==> config.mk <==
export PLATFORM = sky130hd
export DESIGN_NAME = score_bcd
export DESIGN_NICKNAME = d
export VERILOG_FILES = /design/src/rtl/score_bcd_pkg.sv /design/src/rtl/score_bcd_bin2bcd_seq.sv /design/src/rtl/score_bcd.sv
export SDC_FILE = /design/constraint.sdc
export NUM_CORES = 1
export LEC_CHECK = 0
export CAP_MARGIN = 20
export CORE_MARGIN = 2
export CORE_UTILIZATION = 40
export CTS_CLUSTER_DIAMETER = 80
export DETAILED_ROUTE_END_ITERATION = 6
export PLACE_DENSITY_LB_ADDON = 0.25
export SLEW_MARGIN = 15
export SYNTH_ARGS = -nofsm -noshare
export SYNTH_HDL_FRONTEND = slang
export SYNTH_SLANG_ARGS = --single-unit
==> constraint.sdc <==
create_clock -name clk -period 5.5 [get_ports clk]
set_input_delay 0.825 -clock clk [delete_from_list [all_inputs] [get_ports clk]]
set_output_delay 0.825 -clock clk [all_outputs]
set_load 0.02 [all_outputs]
==> src/rtl/score_bcd_pkg.sv <==
// Shared score/display constants and conversion FSM encodings.
package score_bcd_pkg;

    localparam int unsigned SCORE_W       = 14;
    localparam int unsigned BCD_DIGITS    = 4;
    localparam int unsigned BCD_W         = 4 * BCD_DIGITS;
    localparam int unsigned MAX_SCORE     = 9999;
    localparam int unsigned POINTS_PELLET = 10;

    localparam logic [1:0] ST_IDLE  = 2'd0;
    localparam logic [1:0] ST_SHIFT = 2'd1;
    localparam logic [1:0] ST_DONE  = 2'd2;

endpackage

==> src/rtl/score_bcd_bin2bcd_seq.sv <==
// Sequential double-dabble binary to packed-BCD converter, one shift per cycle.
module bin2bcd_seq
    import score_bcd_pkg::*;
#(
    parameter int unsigned BIN_W = SCORE_W
) (
    input  logic             clk,
    input  logic             rst_n,
    input  logic             start,
    input  logic [BIN_W-1:0] bin,
    output logic [BCD_W-1:0] bcd_c,
    output logic             done_c,
    output logic             busy
);

    localparam int unsigned CNT_W = $clog2(BIN_W + 1);
    localparam int unsigned SR_W  = BCD_W + BIN_W;

    logic [1:0]       state;
    logic [1:0]       state_nxt;
    logic [SR_W-1:0]  sr;
    logic [SR_W-1:0]  sr_nxt;
    logic [SR_W-1:0]  sr_adj;
    logic [CNT_W-1:0] cnt;
    logic [CNT_W-1:0] cnt_nxt;
    logic             busy_nxt;

    // Add-3 correction on every BCD nibble that would overflow after the shift
    always_comb begin
        sr_adj = sr;
        for (int d = 0; d < int'(BCD_DIGITS); d++) begin
            if (sr[BIN_W + 4*d +: 4] >= 4'd5) begin
                sr_adj[BIN_W + 4*d +: 4] = sr[BIN_W + 4*d +: 4] + 4'd3;
            end
        end
    end

    always_comb begin
        state_nxt = state;
        sr_nxt    = sr;
        cnt_nxt   = cnt;
        busy_nxt  = busy;
        done_c    = 1'b0;
        case (state)
            ST_IDLE: begin
                if (start) begin
                    sr_nxt    = {{BCD_W{1'b0}}, bin};
                    cnt_nxt   = CNT_W'(BIN_W);
                    busy_nxt  = 1'b1;
                    state_nxt = ST_SHIFT;
                end
            end
            ST_SHIFT: begin
                sr_nxt  = sr_adj << 1;
                cnt_nxt = cnt - CNT_W'(1);
                if (cnt == CNT_W'(1)) begin
                    state_nxt = ST_DONE;
                end
            end
            ST_DONE: begin
                done_c    = 1'b1;
                busy_nxt  = 1'b0;
                state_nxt = ST_IDLE;
            end
            default: begin
                busy_nxt  = 1'b0;
                state_nxt = ST_IDLE;
            end
        endcase
    end

    assign bcd_c = sr[SR_W-1 -: BCD_W];

    always_ff @(posedge clk or negedge rst_n) begin
        if (!rst_n) begin
            state <= ST_IDLE;
        end else begin
            state <= state_nxt;
        end
    end

    always_ff @(posedge clk or negedge rst_n) begin
        if (!rst_n) begin
            sr   <= '0;
            cnt  <= '0;
            busy <= 1'b0;
        end else begin
            sr   <= sr_nxt;
            cnt  <= cnt_nxt;
            busy <= busy_nxt;
        end
    end

endmodule

==> src/rtl/score_bcd.sv <==
// Pellet-event score accumulator with saturation, feeding a stable BCD value to the display.
module score_bcd #(
    parameter int unsigned POINTS    = score_bcd_pkg::POINTS_PELLET,
    parameter int unsigned MAX_SCORE = score_bcd_pkg::MAX_SCORE,
    parameter int unsigned SCORE_W   = score_bcd_pkg::SCORE_W
) (
    input  logic                            clk,
    input  logic                            reset,
    input  logic                            eat,
    input  logic                            clear,
    output logic [SCORE_W-1:0]              score_bin,
    output logic [score_bcd_pkg::BCD_W-1:0] bcd,
    output logic                            bcd_update,
    output logic                            busy
);

    import score_bcd_pkg::*;

    localparam int unsigned SUM_W = SCORE_W + 1;

    logic             eat_q;
    logic             ev;
    logic             pending;
    logic             pending_nxt;
    logic             start;
    logic [SUM_W-1:0] sum;
    logic [SCORE_W-1:0] score_nxt;
    logic [BCD_W-1:0] conv_bcd_c;
    logic             conv_done_c;

    // Edge detect, saturating accumulate, and re-conversion request
    always_comb begin
        ev        = eat & ~eat_q;
        sum       = SUM_W'(score_bin) + SUM_W'(POINTS);
        score_nxt = score_bin;
        if (clear) begin
            score_nxt = '0;
        end else if (ev) begin
            score_nxt = (sum > SUM_W'(MAX_SCORE)) ? SCORE_W'(MAX_SCORE) : sum[SCORE_W-1:0];
        end
        start       = pending & ~busy;
        pending_nxt = pending;
        // A fresh score change always wins over a conversion start on the same edge
        if (score_nxt != score_bin) begin
            pending_nxt = 1'b1;
        end else if (start) begin
            pending_nxt = 1'b0;
        end
    end

    bin2bcd_seq #(
        .BIN_W (SCORE_W)
    ) u_bin2bcd (
        .clk    (clk),
        .rst_n  (reset),
        .start  (start),
        .bin    (score_bin),
        .bcd_c  (conv_bcd_c),
        .done_c (conv_done_c),
        .busy   (busy)
    );

    always_ff @(posedge clk or negedge reset) begin
        if (!reset) begin
            eat_q      <= 1'b0;
            score_bin  <= '0;
            pending    <= 1'b0;
            bcd        <= '0;
            bcd_update <= 1'b0;
        end else begin
            eat_q      <= eat;
            score_bin  <= score_nxt;
            pending    <= pending_nxt;
            bcd_update <= conv_done_c;
            if (conv_done_c) begin
                bcd <= conv_bcd_c;
            end
        end
    end

endmodule
==> flow_summary.yaml, run 1 <==
status:
  run_status: "finished with violations"
  violations: "design-rule violations"
drt:
  drc: 3
  ant_nets: 0
  avgViaCountPerCell: 5.83
  firstDrtPassIters: 7
  vias: 3042
  drt_iter0_markers: 211
  drt-total-wl_mm: 8.87
  wl_per_cell_um: 17.0
global_routing:
  grt_pass1_wl_mm: 15.1
  gr-usage-all-layers: 0.187
  grt_pass1_vias: 3013
  grt_overflow_total: 0
  grt_start_max_net_pins: 71
  antenna_found_initial: 0
logic_synthesis:
  synth_compound_area_frac: 0.234
  ys_async_sr_fraction: 1.00
  synth_edf_count: 0
  synthAdderAreaFrac: 0.0398
  synthCells: 387
  yosysWarnings: 0
  ys_types: 58
  synthSimpleGateAreaFrac: 0.133
  synthXorXnorAreaFrac: 0.0232
  syn-num-nets: 403
  synth-seq-cells: 70
  syn_area_per_cell_sq_um: 9.74
  syn_area_sq_um: 3770
  synth-main-ff-cell: "dfrtp_1"
  synth_top_family_by_area: "compound AO/OA/AOI/OAI gates"
  synthMuxAreaShare: 0.0345
  ys_seq_area_frac: 0.465
placed_design:
  dp_hpwl_mm: 5.84
  dp_cells: 507
  globalplace.congestion: 0.890
  io_buffers: 35
final_layout:
  nets: 423
  final.fill_count: 885
  n_antenna_cell: 0
  drive_above_1_share: 0.0973
  final_cells: 522
  seq_area_sq_um: 1750
  layout-area-overhead-vs-synth_pct: 15.8
  multiInputGateArea_sq_um: 1750
worst_setup_path:
  critPathMaxFanout: 15
  required_ns: 5.73
  worstPathArrival_ns: 3.85
  setup.worst_path.end: "score_bin[10]$_DFF_PN0_"
  r2r-start: "score_bin[2]$_DFF_PN0_"
  r2r_end: "score_bin[10]$_DFF_PN0_"
  critPathLaunchType: "register"
  r2r.worst_path.cells: 9
  crit_path_end_kind: "register"
  r2r_setup_slack_ns: 1.88
  critPathLaunch: "score_bin[2]$_DFF_PN0_"
  timing_worst_setup_path_type: "reg -> reg"
die:
  start_util: 0.410
  row_count: 35
  io_pins: 36
  die_width_um: 101
  core_area_sq_um: 9200
  die_h_um: 101
  die_area_sq_um: 10200
sta:
  fin_crit_sh: 0.658
  tightest_slew_ns: 1.02
  finalSetupViolations: 0
  setup-tns-final_ns: 0
  max_freq_mhz: 276
  hold_viol_final: 0
  finalMaxSlewViolations: 0
  max-slew-margin-rel: 0.321
  grt_setup_unrepaired: "no"
  clock_skew_ns: 0.0108
  finalCriticalPeriod_ns: 3.62
clocking:
  clock-sinks: 70
  cts_buffer_depth: 2
  cts_tree: "yes"
  clk_latency_ns: 0.35
  cts_resized: 0
  ctsHoldBuffers: 0
  cts_max_level: 3
  cts.root.buffer_cell: "clkbuf_8"
  post_cts_buffers: 0
  cts-buffers-inserted: 9
  clk_pin_slew_ns: 0.08
power:
  power_density_nw_per_um2: 430
  p_leak_nw: 1.94
  ir_drop_mv: 0.200
  fin_total_pwr_w: 0.00188
flow_run:
  maxCapViolations: 0
worst_hold_path:
  hold_class: "reg -> reg"
-- cell families (layout without fill, tap and decap cells) --
family	Yosys count	after routing
AO/OA/AOI/OAI	127	127
XOR/XNOR	10	10
adder cells (fa/ha/maj)	12	12
buffers and inverters	63	87
flip-flops	70	70
multiplexers	12	12
AND/OR/NAND/NOR	93	93
-- cells in the mapped netlist (2+ instances only) --
cell      count  area, sq um
o221ai_1      2         17.5
nand4_1       3         18.8
a222oi_1     12          120
o32ai_1       6         52.6
xor2_1        4         35.0
o21ai_0      30          150
a31oi_1       5         31.3
a211oi_1      2         15.0
nand2b_1      8         50.1
nor2_1       17         63.8
mux2_2        8         90.1
or3_1         3         18.8
xnor2_1       6         52.6
o21ai_1       3         15.0
o211a_1       2         20.0
o21a_1        4         30.0
mux2i_1       4         40.0
o211ai_1      2         15.0
a22o_1        2         17.5
inv_1        33          124
dfrtp_1      70         1750
nand3b_1      4         30.0
nor4_1        5         31.3
a221oi_1      2         17.5
and3_1        4         25.0
a21oi_1      30          150
a21oi_4       2         32.5
nand2_1      24         90.1
buf_4         3         22.5
nand3_1       7         35.0
a41oi_1       2         17.5
a32o_1        5         50.1
nor2b_1       2         12.5
nor3_1        6         30.0
ha_1         12          150
buf_2         7         35.0
o31ai_1       4         30.0
clkbuf_1     18         67.6
o22ai_1       5         31.3
-- where the power goes --
group	total, W	switching [W]	internal (W)
registers	0.000755	0.000106	0.000650
clock network	0.000466	0.000200	0.000266
logic	0.000654	0.000376	0.000278
total	0.00188	0.000682	0.00119
-- worst min path at each step --
stage                                 startpoint                            to  cells after the start
detailed placement           bcd[12]$_DFFE_PN0P_           bcd[12]$_DFFE_PN0P_                      2
finish                        bcd[1]$_DFFE_PN0P_            bcd[1]$_DFFE_PN0P_                      2
CTS                          bcd[12]$_DFFE_PN0P_           bcd[12]$_DFFE_PN0P_                      2
global route                  bcd[5]$_DFFE_PN0P_            bcd[5]$_DFFE_PN0P_                      2
floorplan           u_bin2bcd.sr[13]$_DFFE_PN0P_  u_bin2bcd.sr[14]$_DFFE_PN0P_                      2
global placement             bcd[12]$_DFFE_PN0P_           bcd[12]$_DFFE_PN0P_                      2
-- area by class of cell --
| class | instances | area share |
|---|---|---|
| clock buffer | 10 | 0.0315 |
| clock inverter | 5 | 0.0192 |
| inverter | 33 | 0.0284 |
| multi-input combinational | 254 | 0.402 |
| sequential | 70 | 0.401 |
| tap | 111 | 0.0318 |
| timing repair buffer | 39 | 0.0860 |
-- critical path, cell delays in order, from the launching register on --
cell and delay (ns):
dfrtp_1 0.65, ha_1 0.45, o21ai_1 0.19, nor3_4 0.30, mux2i_1 0.26, o211ai_2 0.12, o211ai_1 0.81, and2_4 0.33
o21ai_1 0.07, a221oi_1 0.32
-- routing by layer --
layer | routed length (um) | global-route usage
met2 | 4300 | 0.306
met3 | 511 | 0.0416
met4 | 111 | 0.0520
met5 | 0 | 0
met1 | 3940 | 0.251
-- state kept, by name, summed over array words and instances (netlist names) --
register	count
u_bin2bcd.sr	30
bcd	16
score_bin	14
u_bin2bcd.cnt	4
u_bin2bcd.state	2
bcd_update	1
eat_q	1
pending	1
u_bin2bcd.busy	1
-- per-stage QoR --
| stage | util | cell area (sq um) | setup WS (ns) | hold slack [ns] |
|---|---|---|---|---|
| 6_report | 0.475 | 4360 | 1.88 | 0.483 |
| 5_1_grt | 0.475 | 4360 | 1.59 | 0.515 |
| 4_1_cts | 0.475 | 4360 | 1.94 | 0.488 |
| 3_5_place_dp | 0.450 | 4140 | 1.98 | 0.470 |
| 3_3_place_gp | 0.450 | 4140 | 2.05 | 0.461 |
| 2_1_floorplan | - | 3770 | 2.82 | 0.451 |
-- cells in the final DEF (no fill, tap or decap), types with 7 or more instances in the layout --
cell	instances
nor2_1	17
a21oi_1	30
nand3_1	7
clkbuf_8	10
dfrtp_1	70
inv_1	33
nand2_1	24
nand2b_1	8
a222oi_1	12
mux2_2	8
ha_1	12
o21ai_0	30
clkdlybuf4s50_1	34
(Power assumes the default switching activity.)
==> run 2, diff against run 1 <==
- clock period: 5.5 -> 3.64 ns (I/O delays scaled with it)
==> run 2 against run 1 <==
Effect of this change: the run now ends clean; die area unchanged; maximum frequency is 26% higher; sequential power rose by 50%; routed wire length up 0.33%; utilization up 0.19 points; setup slack got worse by 1.1 ns; total power grew 49%; clock power is 40% higher; clock-buffer cell count did not move; critical path depth unchanged; flip-flop and latch count stayed put; first-iteration DRC count shrank 25%; largest power group unchanged; highest routed layer unchanged.
==> flow_summary.yaml, run 2 (same netlist as run 1, synthesis figures left out) <==
worst_setup_path:
  critPathLaunchType: "register"
  required_ns: 3.89
  critPathMaxFanout: 10
  crit_path_end_kind: "register"
  timing_worst_setup_path_type: "reg -> reg"
  r2r_setup_slack_ns: 0.76
  r2r_end: "score_bin[9]$_DFF_PN0_"
  r2r.worst_path.cells: 9
  worstPathArrival_ns: 3.13
  r2r-start: "score_bin[2]$_DFF_PN0_"
global_routing:
  grt_util_met2: 0.321
  grt_overflow_total: 0
  grt_util_met1: 0.244
  busiest_layer: "met2"
  grt_pass1_vias: 3148
  grt_pass1_wl_mm: 15.4
  use_met3: 0.0368
  grt_start_max_net_pins: 45
  antenna_found_initial: 0
  gr-usage-all-layers: 0.192
placed_design:
  dp_hpwl_mm: 5.98
  placed_area_sq_um: 4180
  post-place-ws_ns: 0.809
  io_buffers: 35
  globalplace.congestion: 0.901
sta:
  hold_viol_final: 0
  fin_crit_sh: 0.790
  worst_slack_ns: 0.765
  finalMaxSlewViolations: 0
  clock_skew_ns: 0.0109
  max_freq_mhz: 348
  final.hold.worst_slack_ns: 0.204
  setup-tns-final_ns: 0
  finalCriticalPeriod_ns: 2.88
  grt_setup_unrepaired: "no"
  finalSetupViolations: 0
  tightest_slew_ns: 0.977
  max-slew-margin-rel: 0.347
clocking:
  clk_latency_ns: 0.35
  cts-buffers-inserted: 9
  cts_buffer_depth: 2
  cts.root.buffer_cell: "clkbuf_8"
  clk_pin_slew_ns: 0.08
  clock-sinks: 70
  cts_tree: "yes"
  cts_resized: 0
  post_cts_buffers: 0
  cts_max_level: 3
  ctsHoldBuffers: 0
status:
  run_status: "finished clean"
final_layout:
  n_antenna_cell: 0
  top_regs: "u_bin2bcd.sr x30, bcd x16, score_bin x14"
  final_common_cell: "dfrtp_1"
  final_cell_mix: "dfrtp_1, clkdlybuf4s50_1, inv_1"
  layout-area-overhead-vs-synth_pct: 16.3
  final_cell_area_sq_um: 4380
  final.fill_count: 897
  drive_above_1_share: 0.111
  seq_area_sq_um: 1750
  top_register: "u_bin2bcd.sr"
  multiInputGateArea_sq_um: 1760
  nets: 427
  largest_reg_flops: 30
  fin_util: 0.476
drt:
  drt-total-wl_mm: 8.90
  firstDrtPassIters: 6
  wl_per_cell_um: 16.9
  drt_iter0_markers: 158
  ant_nets: 0
  drc: 0
  vias: 3119
  avgViaCountPerCell: 5.92
flow_run:
  maxCapViolations: 0
die:
  start_util: 0.410
  die_h_um: 101
  die_width_um: 101
  io_pins: 36
  die_area_sq_um: 10200
  core_area_sq_um: 9200
  row_count: 35
power:
  ir_drop_mv: 0.289
  power_density_nw_per_um2: 636
  p_leak_nw: 1.96
worst_hold_path:
  hold_class: "in -> async"
==> run 2: worst max path at each step <==
stage / from / to / cells after the start
4_1_cts: score_bin[1]$_DFF_PN0_ / score_bin[9]$_DFF_PN0_ / 9
5_1_grt: score_bin[3]$_DFF_PN0_ / score_bin[9]$_DFF_PN0_ / 8
2_1_floorplan: score_bin[1]$_DFF_PN0_ / score_bin[9]$_DFF_PN0_ / 11
3_5_place_dp: score_bin[1]$_DFF_PN0_ / score_bin[9]$_DFF_PN0_ / 9
3_3_place_gp: score_bin[1]$_DFF_PN0_ / score_bin[9]$_DFF_PN0_ / 9
6_report: score_bin[2]$_DFF_PN0_ / score_bin[9]$_DFF_PN0_ / 9
==> run 2: critical path: stages, from the launching register on <==
cell      delay [ns]
dfrtp_1         0.35
ha_1            0.38
o21ai_1         0.20
nor3_4          0.30
mux2i_1         0.26
o211ai_2        0.10
or3_1           0.52
a21oi_4         0.37
a41oi_1         0.16
o21a_1          0.13
==> run 2: area by class of cell <==
class                           count  share of cell area
Clock inverter                      6              0.0157
Sequential cell                    70               0.400
Timing Repair Buffer               43              0.0925
Clock buffer                       10              0.0314
Tap cell                          111              0.0317
Multi-Input combinational cell    254               0.401
Inverter                           33              0.0283
==> run 2: report_power, final <==
| part | switching (W) | internal [W] |
|---|---|---|
| Clock | 0.000312 | 0.000338 |
| Sequential | 0.000153 | 0.000982 |
| Combinational | 0.000584 | 0.000417 |
| Total | 0.00105 | 0.00174 |
==> run 2: layer usage <==
| metal | routed length (um) | up-vias |
|---|---|---|
| li1 | - | 1462 |
| met1 | 3890 | 1529 |
| met2 | 4330 | 112 |
| met3 | 510 | 16 |
| met4 | 167 | 0 |
| met5 | 0 | - |
==> run 2: through the flow <==
stage	power, W	cells
finish	0.00279	527
detailed placement	0.00215	511
CTS	0.00282	527
global route	0.00300	527
floorplan	0.00183	387
global placement	0.00212	511
